## config.mk

```make
export PLATFORM = sky130hd
export DESIGN_NAME = key_debouncer_bank
export DESIGN_NICKNAME = d
export VERILOG_FILES = /design/src/rtl/key_debouncer_bank.sv
export SDC_FILE = /design/constraint.sdc
export NUM_CORES = 1
export LEC_CHECK = 0
export CAP_MARGIN = 25
export CORE_MARGIN = 4
export CORE_UTILIZATION = 45
export DETAILED_ROUTE_END_ITERATION = 8
export HOLD_SLACK_MARGIN = 0.12
export PLACE_DENSITY = 0.61
export SYNTH_ARGS = -nofsm -noshare
export SYNTH_HDL_FRONTEND = slang
export SYNTH_SLANG_ARGS = --single-unit
```

## constraint.sdc

```tcl
create_clock -name clk -period 4.88 [get_ports clk]
set_input_delay 1.464 -clock clk [delete_from_list [all_inputs] [get_ports clk]]
set_output_delay 1.464 -clock clk [all_outputs]
set_load 0.03 [all_outputs]
```

## src/rtl/key_debouncer_bank.sv

```systemverilog
`default_nettype none
// ============================================================================
// Module      : key_debouncer_bank
// Description : Multi-channel push-button conditioner. Each of N_KEYS raw,
//               asynchronous key inputs is synchronised (two flops),
//               debounced, and turned into a clean level plus one-cycle
//               press, release and long-press strobes. With
//               KEY_DEBOUNCER_BANK_REPEAT_EN defined, a held key also
//               produces periodic auto-repeat strobes after the long press.
// Revision    : 1.0 - initial release
// ----------------------------------------------------------------------------
// Ports
//   clk            in   1       clock
//   reset_n        in   1       asynchronous active-low reset
//   key_in         in   N_KEYS  raw active-high key levels (asynchronous)
//   key_state      out  N_KEYS  debounced level
//   press_pulse    out  N_KEYS  one-cycle strobe on accepted 0->1
//   release_pulse  out  N_KEYS  one-cycle strobe on accepted 1->0
//   long_pulse     out  N_KEYS  one-cycle strobe when a press reaches LONG_CYCLES
//   repeat_pulse   out  N_KEYS  auto-repeat strobe (0 when repeat is compiled out)
// Configuration macro
//   KEY_DEBOUNCER_BANK_REPEAT_EN  builds the per-channel auto-repeat counter
// ============================================================================
module key_debouncer_bank #(
  parameter int N_KEYS          = 4,
  parameter int DEBOUNCE_CYCLES = 1_000_000,
  parameter int LONG_CYCLES     = 50_000_000,
  parameter int REPEAT_CYCLES   = 10_000_000
) (
  input  logic              clk,
  input  logic              reset_n,
  input  logic [N_KEYS-1:0] key_in,
  output logic [N_KEYS-1:0] key_state,
  output logic [N_KEYS-1:0] press_pulse,
  output logic [N_KEYS-1:0] release_pulse,
  output logic [N_KEYS-1:0] long_pulse,
  output logic [N_KEYS-1:0] repeat_pulse
);

  // Counters only ever hold 0 .. LIMIT-1, so $clog2(LIMIT) bits suffice.
  localparam int c_DB_W   = $clog2(DEBOUNCE_CYCLES);
  localparam int c_HOLD_W = $clog2(LONG_CYCLES);
  localparam logic [c_DB_W-1:0]   c_DB_LAST   = c_DB_W'(DEBOUNCE_CYCLES - 1);
  localparam logic [c_HOLD_W-1:0] c_HOLD_LAST = c_HOLD_W'(LONG_CYCLES - 1);

`ifdef KEY_DEBOUNCER_BANK_REPEAT_EN
  localparam int c_RP_W = $clog2(REPEAT_CYCLES);
  localparam logic [c_RP_W-1:0] c_RP_LAST = c_RP_W'(REPEAT_CYCLES - 1);
`else
  // Repeat period is meaningless without the repeat counter.
  localparam int c_unused_repeat_cycles = REPEAT_CYCLES;
`endif

  typedef enum logic [1:0] {
    ST_RELEASED = 2'd0,
    ST_PRESSED  = 2'd1,
    ST_LONG     = 2'd2
  } hold_state_t;

  for (genvar i = 0; i < N_KEYS; i++) begin : g_chan

    logic                r_sync1;
    logic                r_sync2;
    logic                r_key_state;
    logic                r_press;
    logic                r_release;
    logic                r_long;
    logic [c_DB_W-1:0]   r_db_cnt;
    logic [c_HOLD_W-1:0] r_hold_cnt;
    logic [c_HOLD_W-1:0] w_hold_next;
    hold_state_t         r_state;
    hold_state_t         w_state_next;
    logic                w_long_fire;
    logic                w_accept;
    logic                w_accept_press;
    logic                w_accept_release;

    // A new level is accepted on the edge where it has already been seen
    // for DEBOUNCE_CYCLES-1 consecutive cycles, i.e. it persists for the
    // full DEBOUNCE_CYCLES window.
    assign w_accept         = (r_sync2 != r_key_state) && (r_db_cnt == c_DB_LAST);
    assign w_accept_press   = w_accept &  r_sync2;
    assign w_accept_release = w_accept & ~r_sync2;

    // Synchroniser, debounce counter and press/release strobes.
    always_ff @(posedge clk or negedge reset_n) begin
      if (!reset_n) begin
        r_sync1     <= 1'b0;
        r_sync2     <= 1'b0;
        r_key_state <= 1'b0;
        r_db_cnt    <= '0;
        r_press     <= 1'b0;
        r_release   <= 1'b0;
      end else begin
        r_sync1 <= key_in[i];
        r_sync2 <= r_sync1;
        if (r_sync2 != r_key_state) begin
          if (r_db_cnt == c_DB_LAST) begin
            r_key_state <= r_sync2;
            r_db_cnt    <= '0;
          end else begin
            r_db_cnt <= r_db_cnt + c_DB_W'(1);
          end
        end else begin
          // Bounce back to the current level restarts qualification.
          r_db_cnt <= '0;
        end
        r_press   <= w_accept_press;
        r_release <= w_accept_release;
      end
    end

    // Hold FSM: state register.
    always_ff @(posedge clk or negedge reset_n) begin
      if (!reset_n) begin
        r_state    <= ST_RELEASED;
        r_hold_cnt <= '0;
        r_long     <= 1'b0;
      end else begin
        r_state    <= w_state_next;
        r_hold_cnt <= w_hold_next;
        r_long     <= w_long_fire;
      end
    end

    // Hold FSM: next state. Release wins over everything; the hold counter
    // stops at LONG_CYCLES-1 by leaving PRESSED, so it can never wrap.
    always_comb begin
      w_state_next = r_state;
      w_hold_next  = r_hold_cnt;
      w_long_fire  = 1'b0;
      case (r_state)
        ST_RELEASED: begin
          if (w_accept_press) begin
            w_state_next = ST_PRESSED;
            w_hold_next  = '0;
          end
        end
        ST_PRESSED: begin
          if (w_accept_release) begin
            w_state_next = ST_RELEASED;
            w_hold_next  = '0;
          end else if (r_hold_cnt == c_HOLD_LAST) begin
            w_state_next = ST_LONG;
            w_long_fire  = 1'b1;
          end else begin
            w_hold_next = r_hold_cnt + c_HOLD_W'(1);
          end
        end
        ST_LONG: begin
          if (w_accept_release) begin
            w_state_next = ST_RELEASED;
            w_hold_next  = '0;
          end
        end
        default: begin
          w_state_next = ST_RELEASED;
          w_hold_next  = '0;
        end
      endcase
    end

`ifdef KEY_DEBOUNCER_BANK_REPEAT_EN
    logic [c_RP_W-1:0] r_rep_cnt;
    logic              r_repeat;

    // Counts only while in LONG; the LONG entry edge leaves it at 0, so the
    // first strobe lands REPEAT_CYCLES after long_pulse.
    always_ff @(posedge clk or negedge reset_n) begin
      if (!reset_n) begin
        r_rep_cnt <= '0;
        r_repeat  <= 1'b0;
      end else if ((r_state == ST_LONG) && !w_accept_release) begin
        if (r_rep_cnt == c_RP_LAST) begin
          r_rep_cnt <= '0;
          r_repeat  <= 1'b1;
        end else begin
          r_rep_cnt <= r_rep_cnt + c_RP_W'(1);
          r_repeat  <= 1'b0;
        end
      end else begin
        r_rep_cnt <= '0;
        r_repeat  <= 1'b0;
      end
    end

    assign repeat_pulse[i] = r_repeat;
`else
    assign repeat_pulse[i] = 1'b0;
`endif

    assign key_state[i]     = r_key_state;
    assign press_pulse[i]   = r_press;
    assign release_pulse[i] = r_release;
    assign long_pulse[i]    = r_long;

  end

endmodule
`default_nettype wire
```

=== After elaboration in Yosys (flattened, before gate mapping) ===
Index checks and enable logic that the tools add are counted.

* Bits in registers: 216
* Bits of input ports: 6
* Output and inout port bits: 20

* Add/sub/neg operators: 8
* Equality and inequality tests: 36
* Mux-type cells: 60
* Bitwise logic cells: 12
* Reductions and logical operators: 20

{| class="wikitable"
|+ Operators by type and width
! kind !! number
|-
| $mux W26 || 16
|-
| $pmux W26 S3 || 4
|-
| $mux W20 || 8
|-
| $add A26 B1 Y26 const B || 4
|-
| $eq A26 B26 Y1 const B || 4
|-
| $add A20 B1 Y20 const B || 4
|-
| $eq A20 B20 Y1 const B || 4
|-
| $mux W2 || 16
|-
| $ne A3 B3 Y1 const B || 8
|-
| $pmux W2 S3 || 4
|-
| $reduce_and A3 Y1 || 8
|-
| $ne A2 B2 Y1 const B || 8
|-
| $mux W1 || 12
|-
| $and A1 B1 Y1 || 8
|-
| $eq A2 B1 Y1 const B || 4
|-
| $eq A2 B2 Y1 const B || 4
|-
| $logic_not A2 Y1 || 4
|-
| $reduce_and A2 Y1 || 4
|-
| $logic_and A1 B1 Y1 || 4
|-
| $ne A1 B1 Y1 || 4
|-
| $not A1 Y1 || 4
|}

=== Longest topological paths before layout ===
Gate-level depths: netlist of run 1.

* Depth after elaboration: 5
* Depth in mapped cells: 10
* Gate-level depth less buffers: 7

=== Worst setup path before layout of run 1 ===
No wires, ideal clock.

* Kind: register to register
* Start point: register g_chan[3].r_hold_cnt[0]
* End point: register g_chan[3].r_hold_cnt[1]
* Library setup time: 121 ps
* Data arrival time: 2113 ps
* Required time: 4759 ps
* Slack: 2646 ps
* Cell stages (with the launch flop): 10
* Path buffers: 3
* Clock period less this slack: 2234 ps
* Cell sequence: dfrtp_1 -> ha_1 -> and3_1 -> nand4_1 -> or4_1 -> buf_2 -> nor2b_4 -> buf_6 -> buf_6 -> a22o_1

* Word-level cells in the longest chain between the ends: 4
* Elaborated cells on any way between the ends: 7
* Those cells by class: add/sub (1); eq/ne (2); mux (3); reduce/logical (1)

{| class="wikitable"
|+ Ends and longest elaborated chain
! element !! line !! source
|-
| start: declaration || 69 || <nowiki>logic [c_HOLD_W-1:0] r_hold_cnt;</nowiki>
|-
| start signal: assignment || 121 || <nowiki>r_hold_cnt <= w_hold_next;</nowiki>
|-
| $add A26 B1 Y26 || 147 || <nowiki>w_hold_next = r_hold_cnt + c_HOLD_W'(1);</nowiki>
|-
| $mux W26 || 143 || <nowiki>end else if (r_hold_cnt == c_HOLD_LAST) begin</nowiki>
|-
| $mux W26 || 140 || <nowiki>if (w_accept_release) begin</nowiki>
|-
| $pmux W26 S3 || 132 || <nowiki>case (r_state)</nowiki>
|}

Several ways; a longest one is shown, not always the timed one. The select of a mux whose other input is x is not followed.
A chain may end at the register's enable or synchronous reset.

=== Worst setup path in the final report of run 1 ===
* Start point: register g_chan[0].r_key_state
* End point: output port key_state[0]

{| class="wikitable"
|+ RTL lines
! element !! line !! source
|-
| start: declaration || 64 || <nowiki>logic r_key_state;</nowiki>
|-
| start signal: assignment || 99 || <nowiki>r_key_state <= r_sync2;</nowiki>
|-
| end: declaration || 33 || <nowiki>output logic [N_KEYS-1:0] key_state,</nowiki>
|}

No word-level cell between the ends.

==> flow_summary_export.csv, run 1 <==
group,metric,value,unit
yosys,ys_async_sr_fraction,100.0,%
setup_path,cp_slowest_cell,"clkdlybuf4s50_1",
setup_path,r2r_cells,6,
drt,first_pass_iters,6,
setup_path,cp.arrival,1.67,ns
finish,nets,1240,
drt,drc,0,
clocking,hold_buffers,0,
sta,finClkSkew,0.01137,ns
finish,fillers,2299,
sta,tightest_slew,1.015,ns
drt,viasPerCell,5.628,
finish,drive_gt1_share,5.863,%
setup_path,worst-path-buf-inv,1,
die,die_w,165.7,um
placement,gp_congestion,0.8263,
sta,tns,0,ns
yosys,synthFlopType,"dfrtp_1",
clocking,tritoncts,"done",
setup_path,path_depth,1,
flow_run,drv_cap,0,
placement,port_buffers,21,
finish,antennaDiodeCount,0,
yosys,synth_seq_cells,216,
pwr,p_per_area,308.2,mW/mm2
clocking,cts.clk_slew.worst_paths,0.06,ns
die,die_area,0.02745,mm2
setup_path,cp_slowest_stage_delay,0.71,ns
clocking,cts_made_buffers,25,
pwr,ir_drop,0.2594,mV
yosys,yosysTopAreaCell,"dfrtp_1",
yosys,synth_top_area_share,48.32,%
sta,hold_viol,0,
yosys,yosys_warnings,0,
die,floorplan.initialDensity,45.87,%
global_route,grt_pass1_wl,40.46,mm
drt,wire_per_inst,14.70,um
setup_path,setup.worst_path.start_class,"register",
sta,relSlewSlack,32.10,%
yosys,syn_area,0.01119,mm2
setup_path,worstPathCellList,"clkdlybuf4s50_1",
setup_path,crit_type,"register to output port",
run_status,status,"finished clean",
yosys,postSynthAreaPerCell,9.103,um2
global_route,grt_pass1_vias,8405,
placement,placed_area,0.01155,mm2
finish,multi_input_area,0.005331,mm2
global_route,gr-usage-all-layers,16.56,%
setup_path,reg2reg_from,"g_chan[1].r_db_cnt[11]",
yosys,synth.distinct_cells,70,
global_route,grt_max_degree,103,
setup_path,worstPathRequired,3.42,ns
setup_path,crit_start,"g_chan[0].r_key_state",
clocking,cts_setup_buffers,0,
min_path,hp-class,"register to register",
drt,drt_iter0_markers,579,
clocking,cts_root_buffer,"clkbuf_16",
die,rows,57,
yosys,seq_area_frac_synth,48.32,%
sta,setup_viol,0,
placement,placedCellCount,1522,
drt,ant_nets,0,
clocking,h-tree-depth,1,
setup_path,critPathMaxFanout,7,
global_route,grt_antenna_before_repair,0,
finish,stdcell_count,1569,
sta,holdWs,0.3493,ns
setup_path,path_delay_family,"buffers and inverters",
clocking,postCtsResizedCells,0,
clocking,clk_latency,0.52,ns
yosys,netlist_top_cells_area,"dfrtp_1, o21ai_0, nor2_1",
yosys,syn_inst,1229,
global_route,overflow,0,
clocking,clock-sinks,216,
min_path,hold_path_startpoint,"g_chan[2].r_sync1",
min_path,hold_depth,0,
sta,slew_violations,0,
die,io-pin-count,26,
drt,routed_wl,23.06,mm
sta,fmax,318.6,MHz
drt,dr_total_vias,8831,
clocking,clk_path_buf_depth,3,
setup_path,cp-end-kind,"output port",
finish,seqCellArea,0.005405,mm2
yosys,synth_edf_count,0,
sta,period_needed,3.138,ns
die,fp.dieH,165.7,um
placement,dp_hpwl,15.11,mm
finish,fin_area,0.01243,mm2
sta,period_share,64.31,%
finish,area_growth,11.08,%
die,core-area,0.02439,mm2
pwr,leakage,5.218,nW
sta,rsz0062_at_grt,"no",
==> stage by stage <==
step	setup slack (ns)	util, %	total power [mW]
after floorplan	2.646	-	1.876
after global placement	1.968	47.31	1.926
after detailed placement	1.886	47.37	1.927
after CTS	1.704	50.93	3.900
after global routing	1.621	50.95	3.990
final	1.742	50.95	3.830
==> cell usage in the layout (no fill, tap or decap), drive strengths merged, types with 5 or more instances in the layout <==
| cell | count |
|---|---|
| and4 | 18 |
| buf | 11 |
| nor2 | 156 |
| and2 | 8 |
| nand3 | 69 |
| and3 | 29 |
| nand2 | 103 |
| nand2b | 11 |
| a21oi | 52 |
| xor2 | 43 |
| o21ai | 141 |
| or4 | 5 |
| clkbuf | 36 |
| nor4b | 8 |
| nor2b | 21 |
| or3 | 20 |
| o31ai | 22 |
| xnor2 | 23 |
| ha | 8 |
| a31oi | 28 |
| nand4 | 48 |
| dfrtp | 216 |
| clkdlybuf4s50 | 20 |
| nand3b | 5 |
| inv | 29 |
| nor4 | 16 |
| nor3 | 26 |
| mux2i | 8 |
==> cell families (layout without fill, tap and decap cells) <==
logic type | count (synthesis) | after routing | share of synthesized area, %
other cells | 1 | 4 | 0.03352
flops | 216 | 216 | 48.32
xor+xnor | 66 | 66 | 5.167
compound gates | 277 | 277 | 14.61
fa+ha+maj | 8 | 8 | 0.8948
mux | 12 | 12 | 1.118
buf+inv | 92 | 105 | 4.194
simple gates | 557 | 557 | 25.67
==> cells in the mapped netlist (all sizes together), types with 26 or more instances <==
cell / number
dfrtp: 216
nor2: 156
o21ai: 141
nand2: 103
nand3: 69
a21oi: 52
nand4: 48
xor2: 43
buf: 41
and3: 29
a31oi: 28
inv: 27
nor3: 26
==> sequential cells by signal, indices dropped and copies added (netlist names) <==
signal,count
g_chan.r_release,4
g_chan.r_hold_cnt,104
g_chan.r_sync2,4
g_chan.r_long,4
g_chan.r_state,8
g_chan.r_db_cnt,80
g_chan.r_sync1,4
g_chan.r_key_state,4
g_chan.r_press,4
==> path summary, 6_finish.rpt <==
kind                       slack [ns]                  endpoint
max in group asynchronous        3.06     g_chan[0].r_db_cnt[2]
max reg2reg                      1.85   g_chan[1].r_hold_cnt[0]
min in group asynchronous        0.95  g_chan[3].r_hold_cnt[21]
max                              1.74              key_state[0]
min reg2reg                      0.35         g_chan[2].r_sync2
min                              0.35         g_chan[2].r_sync2
==> per-layer routing <==
metal  GRT usage [%]  vias up  share of wire (%)
met5               0        -                  0
met2           26.42      132                 46
met1           24.02     4261                 49
met4           4.304        0                2.5
met3           2.240       41                3.1
li1                -     4397                  -
==> final cells by class <==
cell class                      count  area share [%]
Sequential cell                   216           43.50
Clock inverter                     11           1.168
Clock buffer                       35           5.820
Multi-Input combinational cell    924           42.90
Timing Repair Buffer               32           2.537
Inverter                           27          0.8155
Tap cell                          324           3.262
==> where the power goes <==
| group | internal (mW) | leakage, nW | switching (mW) | total [mW] |
|---|---|---|---|---|
| clock | 1.20 | 0.425 | 0.744 | 1.94 |
| combinational | 0.0179 | 1.80 | 0.0592 | 0.0771 |
| sequential | 1.80 | 2.99 | 0.0104 | 1.81 |
| total | 3.02 | 5.22 | 0.814 | 3.83 |
Power figures use the tool's default switching activity.
==> run 2, diff against run 1 <==
clock period = 2.9 ns   (was 4.88 ns; I/O delays follow)
==> flow_summary_export.csv, run 2 (synthesized netlist as in run 1, its figures left out) <==
group,metric,value,unit
setup_path,r2r_setup_slack,0.28,ns
sta,relSlewSlack,44.26,%
placement,dp_hpwl,15.39,mm
pwr,p_per_area,505.5,mW/mm2
drt,drt_iter0_markers,676,
drt,dr_total_vias,8898,
run_status,status,"finished clean",
finish,top_regs,"g_chan.r_hold_cnt: 104 flops, g_chan.r_db_cnt: 80 flops, g_chan.r_state: 8 flops",
clocking,hold_buffers,0,
clocking,clock-sinks,216,
sta,setup_viol,0,
setup_path,cp-end-kind,"register",
placement,port_buffers,21,
clocking,postCtsResizedCells,0,
finish,multi_input_area,0.005324,mm2
die,core-area,0.02439,mm2
clocking,tritoncts,"done",
finish,area_growth,11.84,%
setup_path,setup.worst_path.start_class,"register",
clocking,h-tree-depth,1,
clocking,cts.clk_slew.worst_paths,0.06,ns
global_route,gr-usage-all-layers,17.00,%
finish,final_common_cell,"dfrtp_1",
pwr,ir_drop,0.4509,mV
finish,drive_gt1_share,6.523,%
sta,tns,0,ns
finish,seqCellArea,0.005405,mm2
finish,antennaDiodeCount,0,
setup_path,cp.arrival,3.06,ns
clocking,cts_made_buffers,26,
setup_path,reg2reg_from,"g_chan[1].r_hold_cnt[9]",
min_path,hp-class,"input pin to async pin",
sta,hold_viol,0,
finish,fin_util,51.30,%
setup_path,r2r_end,"g_chan[1].r_hold_cnt[4]",
die,rows,57,
drt,wire_per_inst,14.83,um
sta,rsz0062_at_grt,"no",
drt,drc,0,
die,fp.dieH,165.7,um
finish,largest_register_ffs,104,
die,die_w,165.7,um
setup_path,crit_start,"g_chan[1].r_hold_cnt[9]",
setup_path,worstPathRequired,3.33,ns
global_route,grt_max_degree,58,
clocking,clk_path_buf_depth,3,
die,io-pin-count,26,
drt,routed_wl,23.45,mm
finish,nets,1252,
setup_path,r2r_cells,7,
sta,fmax,381.0,MHz
finish,final_cell_mix,"dfrtp_1, nor2_1, o21ai_0",
sta,period_share,90.51,%
clocking,clk_latency,0.52,ns
setup_path,crit_type,"register to register",
global_route,grt_pass1_vias,8668,
finish,fillers,2292,
global_route,grt_antenna_before_repair,0,
drt,first_pass_iters,5,
drt,viasPerCell,5.628,
sta,finClkSkew,0.01131,ns
pwr,leakage,5.272,nW
flow_run,drv_cap,0,
clocking,cts_setup_buffers,0,
sta,tightest_slew,0.8330,ns
setup_path,critPathMaxFanout,8,
global_route,grt_pass1_wl,41.52,mm
finish,regMostFlops,"g_chan.r_hold_cnt",
drt,ant_nets,0,
sta,slew_violations,0,
sta,period_needed,2.625,ns
placement,gp_congestion,0.8473,
die,die_area,0.02745,mm2
clocking,cts_root_buffer,"clkbuf_16",
die,floorplan.initialDensity,45.87,%
global_route,overflow,0,
[run 2: cell count changes in the layout (fill, tap and decap cells not counted), moves of 2 or more]
cell,before,now
buf_12,1,4
clkbuf_8,6,9
bufinv_16,3,0
clkbuf_16,25,27
clkinvlp_4,2,0
clkbuf_1,4,7
buf_4,8,18
[run 2: where the power goes]
| part | total, mW | leakage (nW) | internal [mW] | switching [mW] |
|---|---|---|---|---|
| registers | 3.05 | 2.99 | 3.03 | 0.0175 |
| logic | 0.137 | 1.86 | 0.0355 | 0.102 |
| clock network | 3.14 | 0.421 | 1.92 | 1.21 |
| total | 6.33 | 5.27 | 4.99 | 1.33 |
[run 2: worst max path at each step]
stage / end / slack (ns) / cells after the start
finish: g_chan[1].r_hold_cnt[4] / 0.28 / 7
global route: g_chan[1].r_hold_cnt[11] / 0.11 / 7
CTS: g_chan[1].r_hold_cnt[4] / 0.31 / 7
detailed placement: g_chan[1].r_hold_cnt[4] / 0.36 / 7
global placement: g_chan[1].r_hold_cnt[11] / 0.42 / 7
floorplan: g_chan[3].r_hold_cnt[1] / 0.67 / 9
[run 2: per-layer routing]
layer	GRT usage, %	share of wire (%)	vias up	routed length (um)
met3	2.622	3.4	29	805
li1	-	-	4420	-
met4	3.659	1.8	0	413
met2	28.00	46	160	10830
met1	23.99	49	4289	11410
met5	0	0	-	0
[run 2: worst max-delay path, stage by stage (launching register included)]
cell and delay [ns]:
dfrtp_1 0.46, or4b_1 0.53, nor3_1 0.32, o311ai_1 0.20
a211oi_2 0.59, buf_4 0.26, a21oi_1 0.05, mux2i_1 0.13
[run 2: area by class of cell]
type                       count  area share (%)
clock buffer                  43           6.600
clock inverter                 4          0.1600
inverter                      27          0.8100
multi-input combinational    924           42.55
sequential                   216           43.20
tap                          324           3.240
timing repair buffer          43           3.440
[run 2: through the flow]
step | power, mW | hold slack [ns] | setup slack (ns) | std cells | area, um2
2_1_floorplan | 3.157 | 0.3312 | 0.6658 | 1232 | 11200
3_3_place_gp | 3.248 | 0.3339 | 0.4196 | 1534 | 11670
3_5_place_dp | 3.250 | 0.3355 | 0.3554 | 1534 | 11670
4_1_cts | 6.446 | 0.2901 | 0.3138 | 1581 | 12510
5_1_grt | 6.579 | 0.3234 | 0.1126 | 1581 | 12510
6_report | 6.325 | 0.2941 | 0.2753 | 1581 | 12510
==> run 3, diff against run 2 <==
HOLD_SLACK_MARGIN = unset   (was 0.12)
==> results of run 3 <==
Same layout as run 2: the final DEF is identical, and so are final timing and power.
